[config.mk]
export PLATFORM = sky130hd
export DESIGN_NAME = op_issue_queue
export DESIGN_NICKNAME = d
export VERILOG_FILES = /design/src/rtl/op_issue_queue_pkg.sv /design/src/rtl/op_issue_queue_fifo.sv /design/src/rtl/op_issue_queue.sv
export SDC_FILE = /design/constraint.sdc
export NUM_CORES = 1
export LEC_CHECK = 0
export ABC_CLOCK_PERIOD_IN_PS = 3230
export BUFFER_PORTS_ARGS = -buffer_cell sky130_fd_sc_hd__clkbuf_2
export CAP_MARGIN = 25
export CORE_MARGIN = 2
export CORE_UTILIZATION = 35
export DETAILED_ROUTE_END_ITERATION = 10
export PLACE_DENSITY = 0.59
export SYNTH_ARGS = -nofsm -noshare
export SYNTH_HDL_FRONTEND = slang
export SYNTH_SLANG_ARGS = --single-unit
[constraint.sdc]
create_clock -name clock -period 3.23 [get_ports clock]
set_input_delay 0 -clock clock [delete_from_list [all_inputs] [get_ports clock]]
set_output_delay 0 -clock clock [all_outputs]
set_load 0.02 [all_outputs]
[src/rtl/op_issue_queue_pkg.sv]
// Shared types for the operation issue queue: FIFO request payload and scoreboard entries.
package op_issue_queue_pkg;

  localparam int unsigned REQ_ADDR_W = 8;
  localparam int unsigned REQ_DATA_W = 8;
  localparam int unsigned OP_ID_W    = 8;

  localparam logic [OP_ID_W-1:0] OP_ID_NONE = '0;

  typedef struct packed {
    logic                  wr_rd_op;
    logic [REQ_ADDR_W-1:0] addr;
    logic [REQ_DATA_W-1:0] wr_data;
  } op_req_t;

  typedef struct packed {
    logic               valid;
    logic [OP_ID_W-1:0] id;
    logic               wr_rd_op;
  } sb_entry_t;

endpackage

[src/rtl/op_issue_queue_fifo.sv]
// Synchronous request FIFO of op_req_t; head is visible combinationally on pop_data.
module op_req_fifo
  import op_issue_queue_pkg::*;
#(
  parameter int unsigned DEPTH = 4
) (
  input  logic    clock,
  input  logic    reset,
  input  logic    push,
  input  op_req_t push_data,
  input  logic    pop,
  output op_req_t pop_data,
  output logic    full,
  output logic    empty
);

  localparam int unsigned AW = $clog2(DEPTH);

  op_req_t     mem [DEPTH];
  logic [AW:0] wr_ptr;
  logic [AW:0] rd_ptr;

  always_ff @(posedge clock) begin
    if (reset) begin
      wr_ptr <= '0;
      rd_ptr <= '0;
    end else begin
      if (push) wr_ptr <= wr_ptr + 1'b1;
      if (pop)  rd_ptr <= rd_ptr + 1'b1;
    end
  end

  always_ff @(posedge clock) begin
    if (push) mem[wr_ptr[AW-1:0]] <= push_data;
  end

  assign pop_data = mem[rd_ptr[AW-1:0]];
  assign empty    = (wr_ptr == rd_ptr);
  assign full     = (wr_ptr[AW] != rd_ptr[AW]) && (wr_ptr[AW-1:0] == rd_ptr[AW-1:0]);

endmodule

[src/rtl/op_issue_queue.sv]
// Buffers host requests, issues them to the address decoder with unique non-zero IDs,
// and turns decoder returns into one completion pulse per outstanding operation.
module op_issue_queue
  import op_issue_queue_pkg::*;
#(
  parameter int unsigned DEPTH   = 4,
  parameter int unsigned MAX_OUT = 4,
  parameter int unsigned ADDR_W  = REQ_ADDR_W,
  parameter int unsigned DATA_W  = REQ_DATA_W,
  parameter int unsigned ID_W    = OP_ID_W
) (
  input  logic              clock,
  input  logic              reset,
  input  logic              cfg_enable,
  input  logic              host_valid,
  output logic              host_ready,
  input  logic              host_wr_rd_op,
  input  logic [ADDR_W-1:0] host_addr,
  input  logic [DATA_W-1:0] host_wr_data,
  output logic              enable_in,
  output logic              valid_in,
  output logic              wr_rd_op,
  output logic [ADDR_W-1:0] addr_in,
  output logic [ID_W-1:0]   op_in_id,
  output logic [DATA_W-1:0] wr_data_in,
  input  logic              ready_out,
  input  logic [DATA_W-1:0] rd_data_out,
  input  logic [ID_W-1:0]   done_op_id,
  output logic              cpl_valid,
  output logic [ID_W-1:0]   cpl_id,
  output logic              cpl_wr_rd_op,
  output logic [DATA_W-1:0] cpl_rd_data,
  output logic              err_unexpected
);

  localparam int unsigned SW = (MAX_OUT > 1) ? $clog2(MAX_OUT) : 1;

  logic          fifo_full;
  logic          fifo_empty;
  logic          push;
  logic          load;
  logic          accept;
  logic          sb_room;
  op_req_t       push_req;
  op_req_t       head_req;
  logic [ID_W-1:0] id_ctr;

  sb_entry_t     sb [MAX_OUT];
  logic [SW:0]   free_cnt;
  logic          alloc_found;
  logic [SW-1:0] alloc_idx;
  logic          match_hit;
  logic [SW-1:0] match_idx;
  logic          match_op;

  assign push_req = '{wr_rd_op: host_wr_rd_op, addr: host_addr, wr_data: host_wr_data};

  op_req_fifo #(
    .DEPTH(DEPTH)
  ) u_fifo (
    .clock    (clock),
    .reset    (reset),
    .push     (push),
    .push_data(push_req),
    .pop      (load),
    .pop_data (head_req),
    .full     (fifo_full),
    .empty    (fifo_empty)
  );

  assign host_ready = !fifo_full;
  assign push       = host_valid && !fifo_full;
  assign accept     = valid_in && ready_out;

  always_comb begin
    free_cnt    = '0;
    alloc_found = 1'b0;
    alloc_idx   = '0;
    match_hit   = 1'b0;
    match_idx   = '0;
    match_op    = 1'b0;
    for (int unsigned i = 0; i < MAX_OUT; i++) begin
      if (!sb[i].valid) begin
        free_cnt = free_cnt + 1'b1;
        if (!alloc_found) begin
          alloc_found = 1'b1;
          alloc_idx   = SW'(i);
        end
      end else if (done_op_id != OP_ID_NONE && sb[i].id == done_op_id) begin
        match_hit = 1'b1;
        match_idx = SW'(i);
        match_op  = sb[i].wr_rd_op;
      end
    end
  end

  // Load reserves a slot for the op it issues; a slot freed this edge only counts from the next.
  assign sb_room = accept ? (free_cnt > (SW+1)'(1)) : (free_cnt != '0);
  assign load    = enable_in && !fifo_empty && (!valid_in || accept) && sb_room;

  always_ff @(posedge clock) begin
    if (reset) begin
      enable_in  <= 1'b0;
      valid_in   <= 1'b0;
      wr_rd_op   <= 1'b0;
      addr_in    <= '0;
      wr_data_in <= '0;
      op_in_id   <= '0;
      id_ctr     <= ID_W'(1);
    end else begin
      enable_in <= cfg_enable;
      if (load) begin
        valid_in   <= 1'b1;
        wr_rd_op   <= head_req.wr_rd_op;
        addr_in    <= head_req.addr;
        wr_data_in <= head_req.wr_data;
        op_in_id   <= id_ctr;
        id_ctr     <= (id_ctr == '1) ? ID_W'(1) : id_ctr + 1'b1;
      end else if (accept) begin
        valid_in <= 1'b0;
      end
    end
  end

  always_ff @(posedge clock) begin
    if (reset) begin
      for (int unsigned i = 0; i < MAX_OUT; i++) begin
        sb[i] <= '0;
      end
    end else begin
      if (accept) sb[alloc_idx] <= '{valid: 1'b1, id: op_in_id, wr_rd_op: wr_rd_op};
      if (match_hit) sb[match_idx].valid <= 1'b0;
    end
  end

  always_ff @(posedge clock) begin
    if (reset) begin
      cpl_valid      <= 1'b0;
      cpl_id         <= '0;
      cpl_wr_rd_op   <= 1'b0;
      cpl_rd_data    <= '0;
      err_unexpected <= 1'b0;
    end else begin
      cpl_valid      <= match_hit;
      cpl_id         <= match_hit ? done_op_id : '0;
      cpl_wr_rd_op   <= match_hit && match_op;
      cpl_rd_data    <= (match_hit && !match_op) ? rd_data_out : '0;
      err_unexpected <= (done_op_id != OP_ID_NONE) && !match_hit;
    end
  end

endmodule

* Word level (Yosys, flattened, before mapping)
Memory sizes are Yosys's and may differ from the RTL's. A register that Yosys moved wholly into a read port is not among the register bits. Cells that the tools add are included. Widths: inputs -> output; s select.
Cells by class: add/subtract/negate cells 6, multiply operators 0, divide/modulo/power cells 0, magnitude comparators 1, eq/ne operators 8, shift operators 0, multiplexer cells 55, bitwise logic cells 2, reduce and logical (&&, ||, !) cells 26
Operators with widths (number):
- $mux 1 | 38
- $eq 8x8->1 | 4
- $mux 2 | 11
- $mux 10 | 2
- $reduce_or 10->1 | 2
- $add 3x1->3 const B | 5
- $logic_and 1x1->1 | 13
- $mux 3 | 3
- $add 8x1->8 const B | 1
- $eq 8x8->1 const B | 1
- $mux 8 | 1
- $reduce_bool 8->1 | 1
- $logic_not 1->1 | 5
- $reduce_or 2->1 | 2
- $eq 3x3->1 | 1
- $gt 3x1->1 const B | 1
- $reduce_bool 3->1 | 1
- $eq 2x2->1 | 1
- $not 1->1 | 2
- $reduce_bool 2->1 | 1
- $logic_or 1x1->1 | 1
- $ne 1x1->1 | 1
Storage, ports and cells: flip-flop bits (word level) 43, latch bits 0, bits in writable memories 108, ROM bits 0, input port bits 38, output and inout port bits 47, word-level logic and storage cells 111, memories kept 2
Memory list:
- u_fifo.mem | words 4, bits a word 17, rd ports 1, clocked after memory_dff 1, wr ports 1, RTL line op_issue_queue_fifo.sv:19 | op_req_t mem [DEPTH];
- sb | words 4, bits a word 10, rd ports 4, clocked after memory_dff 0, wr ports 4, RTL line op_issue_queue.sv:48 | sb_entry_t sb [MAX_OUT];

* Logic depth before layout (Yosys ltp)
Gate-level depths: netlist of run 1. An unclocked memory read counts as a cell.
depth after elaboration 16, mapped depth 11, gate-level depth less buffers 10

* Hierarchy
Synthesis of run 1 repeated with hierarchy kept, for this count alone.
Second synthesis, totals: cells, all modules 536, area total of the unflattened synthesis 6991.7 um2
By module, submodules not included:
- op_issue_queue | instances 1, cells an instance 407, area an instance 4100.2 um2, seq. area each 2242.2 um2
- op_req_fifo | instances 1, cells an instance 129, area an instance 2891.5 um2, seq. area each 2202.1 um2

* Worst setup path after synthesis of run 1
Ideal clock, no wire load.
kind reg-to-reg, start point memory sb[1][9] in the netlist's numbering, end point register u_fifo.rd_ptr[1], setup time 0.128 ns, arrival 2.298 ns, data required time 3.102 ns, path slack 0.805 ns, cell stages (with the launch flop) 10, buffers on the path 1, period minus slack after synthesis 2.425 ns, cell sequence dfxtp_1 inv_1 ha_1 xnor2_1 ha_1 o31a_1 o2111ai_2 buf_2 mux2i_1 nor2_1
RTL lines:
- start, declared | RTL line op_issue_queue.sv:48
- end signal, assigned | RTL line op_issue_queue_fifo.sv:29 | if (pop) rd_ptr <= rd_ptr + 1'b1;
- end, declared | RTL line op_issue_queue_fifo.sv:21 | logic [AW:0] rd_ptr;

==> impl_metrics.toml, run 1 <==
[pwr]
p_comb_frac = 0.080
seqPwrFrac = 0.504
powerDensity_nw_per_um2 = 561
p_leak_nw = 3.36
p_switching_w = 0.00108
switching_share = 0.227
vdd_drop_max_mv = 0.372
internal_power_w = 0.00368
clkPwrFrac = 0.416

[cts]
cts_num_sinks = 168
clock_path_buffers = 2
clk_pin_slew_ps = 60
cts_root_buf = "clkbuf_16"
clk-insertion-delay-late_ps = 420
cts_max_level = 4
cts_made_buffers = 17
cts_tree = "done"

[sta]
hold_viol_final = 0
fmax_mhz = 379
finalSetupViolCount = 0
whs_ps = 61.7
slew_violations = 0
max_slew_margin = 0.356
tightestPinTransition_ps = 967
fin_skew_ps = 10.0
period_minus_slack_ps = 2640
tns_ps = 0
period_share = 0.818
rsz0062_at_grt = "no"

[hold_path]
holdPathEnd = "cpl_valid"
hold_path_class = "input pin to flop"
worstHoldPathCells = 2
hold_start = "reset"

[critical_path]
cp-end-kind = "flop"
cp_max_fo = 44
critPathLaunchType = "flop"
r2r.worst_path.cells = 9
critPathKind = "flop to flop"
arrival_ps = 2990
r2r-start = "sb[0][9]"
crit_required_ps = 3580
r2r-end = "id_ctr[3]"
reg2reg_slack_ps = 590

[yosys]
synth-seq-area-share = 0.639
synthCells = 505
synth_fp_nets = 553
syn_area_um2 = 6900
yosys_most_used_dff = "edfxtp_1"
synthArstFlopShare = 0
yosysWarnings = 0
synth_seq_cells = 168
synth_edf_count = 104
synth.distinct_cells = 45
syn_area_per_cell_um2 = 13.7

[drt]
vias = 4169
drt-wirelength-per-cell_um = 15.4
route.detailed.drc = 0
postRouteAntennaNets = 0
drtPass1Iterations = 4
routed_via_density = 4.64
drt_wl_total_um = 13900
drt_iter0_markers = 153

[floorplanning]
rows = 51
die_y_um = 144
die_area_um2 = 20800
initial_core_util = 0.356
die_w_um = 144
num_io_pins = 85
core_area_um2 = 19400

[final_layout]
final_common_cell = "edfxtp_1"
layout_common_cells = "104 x edfxtp_1, 84 x clkbuf_2, 64 x dfxtp_1, 46 x nor2_1, 38 x xnor2_1"
antenna_cells = 0
drive_above_1_share = 0.239
area_delta_synth_final_pct = 23.1
nets = 669

[placed_design]
gp_congestion = 0.781
hpwl_um = 8970
port_buffers = 84

[grt]
grt_pass1_vias = 4219
track_usage = 0.138
grt_max_degree = 45
grt_pass1_wl_um = 21600
antenna_found_initial = 0
grt-ovfl-total = 0

[run_status]
outcome = "finished clean"

[flow_run]
drv_cap = 0
-- how the worst max path moves through the flow --
| stage | start | end | slack (ps) | cells past startpoint |
|---|---|---|---|---|
| floorplan | sb[1][9] | u_fifo.rd_ptr[1] | 800 | 9 |
| global placement | sb[1][9] | id_ctr[2] | 680 | 9 |
| detailed placement | sb[0][9] | id_ctr[2] | 610 | 9 |
| CTS | sb[0][9] | id_ctr[2] | 590 | 9 |
| global route | sb[1][9] | id_ctr[3] | 470 | 9 |
| finish | sb[0][9] | id_ctr[3] | 590 | 9 |
-- flip-flops by register name (all words and copies together), names as in the netlist, 3 cells and up --
| name | flops |
|---|---|
| op_in_id | 8 |
| wr_data_in | 8 |
| u_fifo.mem | 68 |
| u_fifo.rd_ptr | 3 |
| cpl_rd_data | 8 |
| cpl_id | 8 |
| sb | 40 |
| id_ctr | 8 |
| addr_in | 8 |
| u_fifo.wr_ptr | 3 |
-- cells in the mapped netlist, types with 2 or more instances --
master,count,share of area
edfxtp_1,104,0.45
dfxtp_1,64,0.19
nor2_1,46,0.025
xnor2_1,38,0.048
and2_1,37,0.034
mux2i_1,29,0.042
nand2_1,19,0.010
and3_1,17,0.015
mux4_2,17,0.056
a21oi_1,12,0.0087
clkbuf_1,12,0.0065
nand3_1,11,0.0080
ha_1,10,0.018
inv_1,10,0.0054
buf_4,9,0.0098
buf_2,6,0.0044
o21ai_0,6,0.0044
nand4_1,5,0.0045
nor2b_1,5,0.0045
or3_1,5,0.0045
nor3_1,4,0.0029
o21a_1,4,0.0044
or2_2,3,0.0027
or4_1,3,0.0033
or4_4,3,0.0049
xor2_1,3,0.0038
buf_6,2,0.0033
nand2b_1,2,0.0018
nand3b_1,2,0.0022
nor4_1,2,0.0018
-- power by group through the flow --
stage	clock network [W]	logic (W)	registers, W
global placement	0	0.000345	0.00244
detailed placement	0	0.000354	0.00245
global route	0.00212	0.000419	0.00241
CTS	0.00203	0.000389	0.00240
finish	0.00198	0.000381	0.00240
floorplan	0	0.000231	0.00245
-- cell type report --
class                      instances  area [µm²]
clock buffer                      17         425
inverter                          10        37.5
sequential                       168        4400
clock inverter                    14         149
multi-input combinational        297        2300
fill                            1817       10900
timing repair buffer             127         847
tap                              265         332
-- layer usage --
layer | vias to the layer above | track usage | wire length [µm]
met5 | - | 0 | 0
li1 | 2047 | - | -
met2 | 99 | 0.247 | 7080
met4 | 0 | 0.0511 | 186
met1 | 2010 | 0.157 | 5960
met3 | 13 | 0.0401 | 637
-- worst max-delay path, stage by stage, from the launching register on --
cell       delay [ps]
dfxtp_1           440
inv_1              70
ha_1              320
xnor2_1           250
ha_1              280
o31a_1            310
o2111ai_4         220
buf_12            290
o21ai_0           200
a21oi_1           170
-- cells by family after synthesis --
kind of cell | synth area share
muxes | 0.0992
AOI/OAI and AO/OA | 0.0336
DFF | 0.639
adders and majority gates | 0.0181
xor gates and xnor gates | 0.0521
buffers and inverters | 0.0299
and+or+nand+nor | 0.128
-- stage by stage --
step / instance area (µm²) / worst slack [ps] / utilization / power, W / cells
5_1_grt: 8490 / 468 / 0.438 / 0.00494 / 898
6_report: 8490 / 589 / 0.438 / 0.00476 / 898
3_5_place_dp: 7560 / 609 / 0.390 / 0.00280 / 831
3_3_place_gp: 7560 / 683 / 0.390 / 0.00279 / 831
2_1_floorplan: 6900 / 805 / - / 0.00268 / 505
4_1_cts: 8480 / 595 / 0.437 / 0.00482 / 897
-- repair_timing --
item / in CTS / in global routing
endpoints found under the setup margin: 0 / 0
buffers inserted: 0 / 0
hold buffers: 35 / 0
resized for setup: 0 / 0
hold endpoints to repair: 86 / 0
Power figures use the tool's default switching activity.
==> run 2: changes to the inputs <==
ABC_CLOCK_PERIOD_IN_PS = 2500   (was 3230)
clock period = 2.5 ns   (was 3.23 ns; I/O delays follow)
==> impl_metrics.toml, run 2 (synthesis results as in run 1) <==
[sta]
rsz0062_at_grt = "yes"
finalSetupViolCount = 0
whs_ps = 72.1
slew_violations = 0
max_slew_margin = 0.355
fmax_mhz = 403
hold_viol_final = 0
tightestPinTransition_ps = 968
period_share = 0.992
tns_ps = 0
fin_skew_ps = 8.50
worst_slack_ps = 19.2
period_minus_slack_ps = 2480

[critical_path]
r2r-start = "sb[0][9]"
cp-end-kind = "flop"
arrival_ps = 2790
critPathLaunchType = "flop"
crit_path_max_incr_delay_ps = 460
cpMaxStageDelayCell = "o2111ai_4"
critPathKind = "flop to flop"
cp_num_buf_inv = 2
r2r-end = "op_in_id[4]"
r2r.worst_path.cells = 10
crit_family = "compound AO/OA/AOI/OAI gates"
reg2reg_slack_ps = 20
critical_path.endpoint = "op_in_id[4]"
crit_required_ps = 2810
cp_max_fo = 8
cp_cell_sequence = "inv_1 -> ha_4 -> xnor2_2 -> ha_2 -> xnor2_1 -> o31a_1 -> o2111ai_4 -> buf_6 -> mux2i_2 -> nor2_1"
startpoint = "sb[0][9]"
cp.depth = 10

[placed_design]
place_ws_ps = -13.2
gp_congestion = 0.799
hpwl_um = 9700
dp.cells = 844
port_buffers = 84

[drt]
drt_wl_total_um = 14400
vias = 4330
routed_via_density = 4.71
route.detailed.drc = 0
drt-wirelength-per-cell_um = 15.7
drtPass1Iterations = 6
postRouteAntennaNets = 0
drt_iter0_markers = 194

[final_layout]
stdcell_count = 919
fill_cells = 1772
final_common_cell = "edfxtp_1"
largest_reg_flops = 68
antenna_cells = 0
drive_above_1_share = 0.286
layout_common_cells = "104 x edfxtp_1, 84 x clkbuf_2, 61 x dfxtp_1, 46 x nor2_1"
area_delta_synth_final_pct = 27.6
nets = 689
fin_util = 0.454

[grt]
grt_pass1_vias = 4380
grt-ovfl-total = 0
antenna_found_initial = 0
grt_pass1_wl_um = 22300
grt_max_degree = 21
track_usage = 0.142

[floorplanning]
core_area_um2 = 19400
die_y_um = 144
rows = 51
num_io_pins = 85
initial_core_util = 0.356
die_w_um = 144
die_area_um2 = 20800

[cts]
clk-insertion-delay-late_ps = 420
clk_pin_slew_ps = 70
clock_path_buffers = 2
cts_max_level = 4
cts_made_buffers = 17
cts_root_buf = "clkbuf_16"
cts_tree = "done"
cts_num_sinks = 168

[pwr]
p_leak_nw = 3.48
powerDensity_nw_per_um2 = 704
vdd_drop_max_mv = 0.515

[hold_path]
hold_start = "host_valid"
hold_path_class = "input pin to flop"

[flow_run]
drv_cap = 0

[run_status]
outcome = "finished clean"
-- run 2: metal layers --
metal	routed length, µm	global-route usage	up-vias
met5	0	0	-
met4	129	0.0353	0
met3	642	0.0407	14
met2	7730	0.268	106
met1	5950	0.157	2120
li1	-	-	2090
-- run 2: what timing repair did --
action,4_1_cts,5_1_grt
setup buffers,1,5
endpoints found under the hold margin,86,0
gates resized for setup,0,21
pin swaps,1,9
gates cloned,0,2
endpoints found under the setup margin,14,35
hold buffers,35,0
-- run 2: per-stage QoR --
stage               total power (W)  instance area, µm²
detailed placement          0.00364                7690
finish                      0.00620                8800
global placement            0.00363                7690
global route                0.00642                8800
floorplan                   0.00347                6900
CTS                         0.00623                8630
-- run 2: power breakdown --
part	switching, W	internal, W
combinational	0.000279	0.000273
sequential	0.0000518	0.00305
clock	0.00112	0.00142
total	0.00145	0.00474
-- run 2: worst reg2reg max path: stages, from the launching register on --
cell,delay (ps)
dfxtp_2,340
inv_1,70
ha_4,260
xnor2_2,140
ha_2,180
xnor2_1,120
o31a_1,310
o2111ai_4,460
buf_6,210
mux2i_2,230
nor2_1,60
-- run 2: cell type report --
class                   instances  area (µm²)  share of cell area
flip-flops and latches        168        4410               0.501
well taps                     265         332              0.0377
repair buffers                147        1080               0.123
inverters                      10        37.5             0.00427
clock buffers                  18         439              0.0499
clock inverters                14         140              0.0159
multi-input cells             297        2360               0.268
-- run 2: how the worst min path moves through the flow --
stage                             to  slack (ps)  cells after the start
floorplan           u_fifo.mem[0][0]         100                      0
global route               cpl_valid         100                      3
finish              u_fifo.wr_ptr[1]          70                      4
CTS                 u_fifo.wr_ptr[0]          50                      4
detailed placement    cpl_rd_data[0]         210                      3
global placement      cpl_rd_data[0]         210                      3
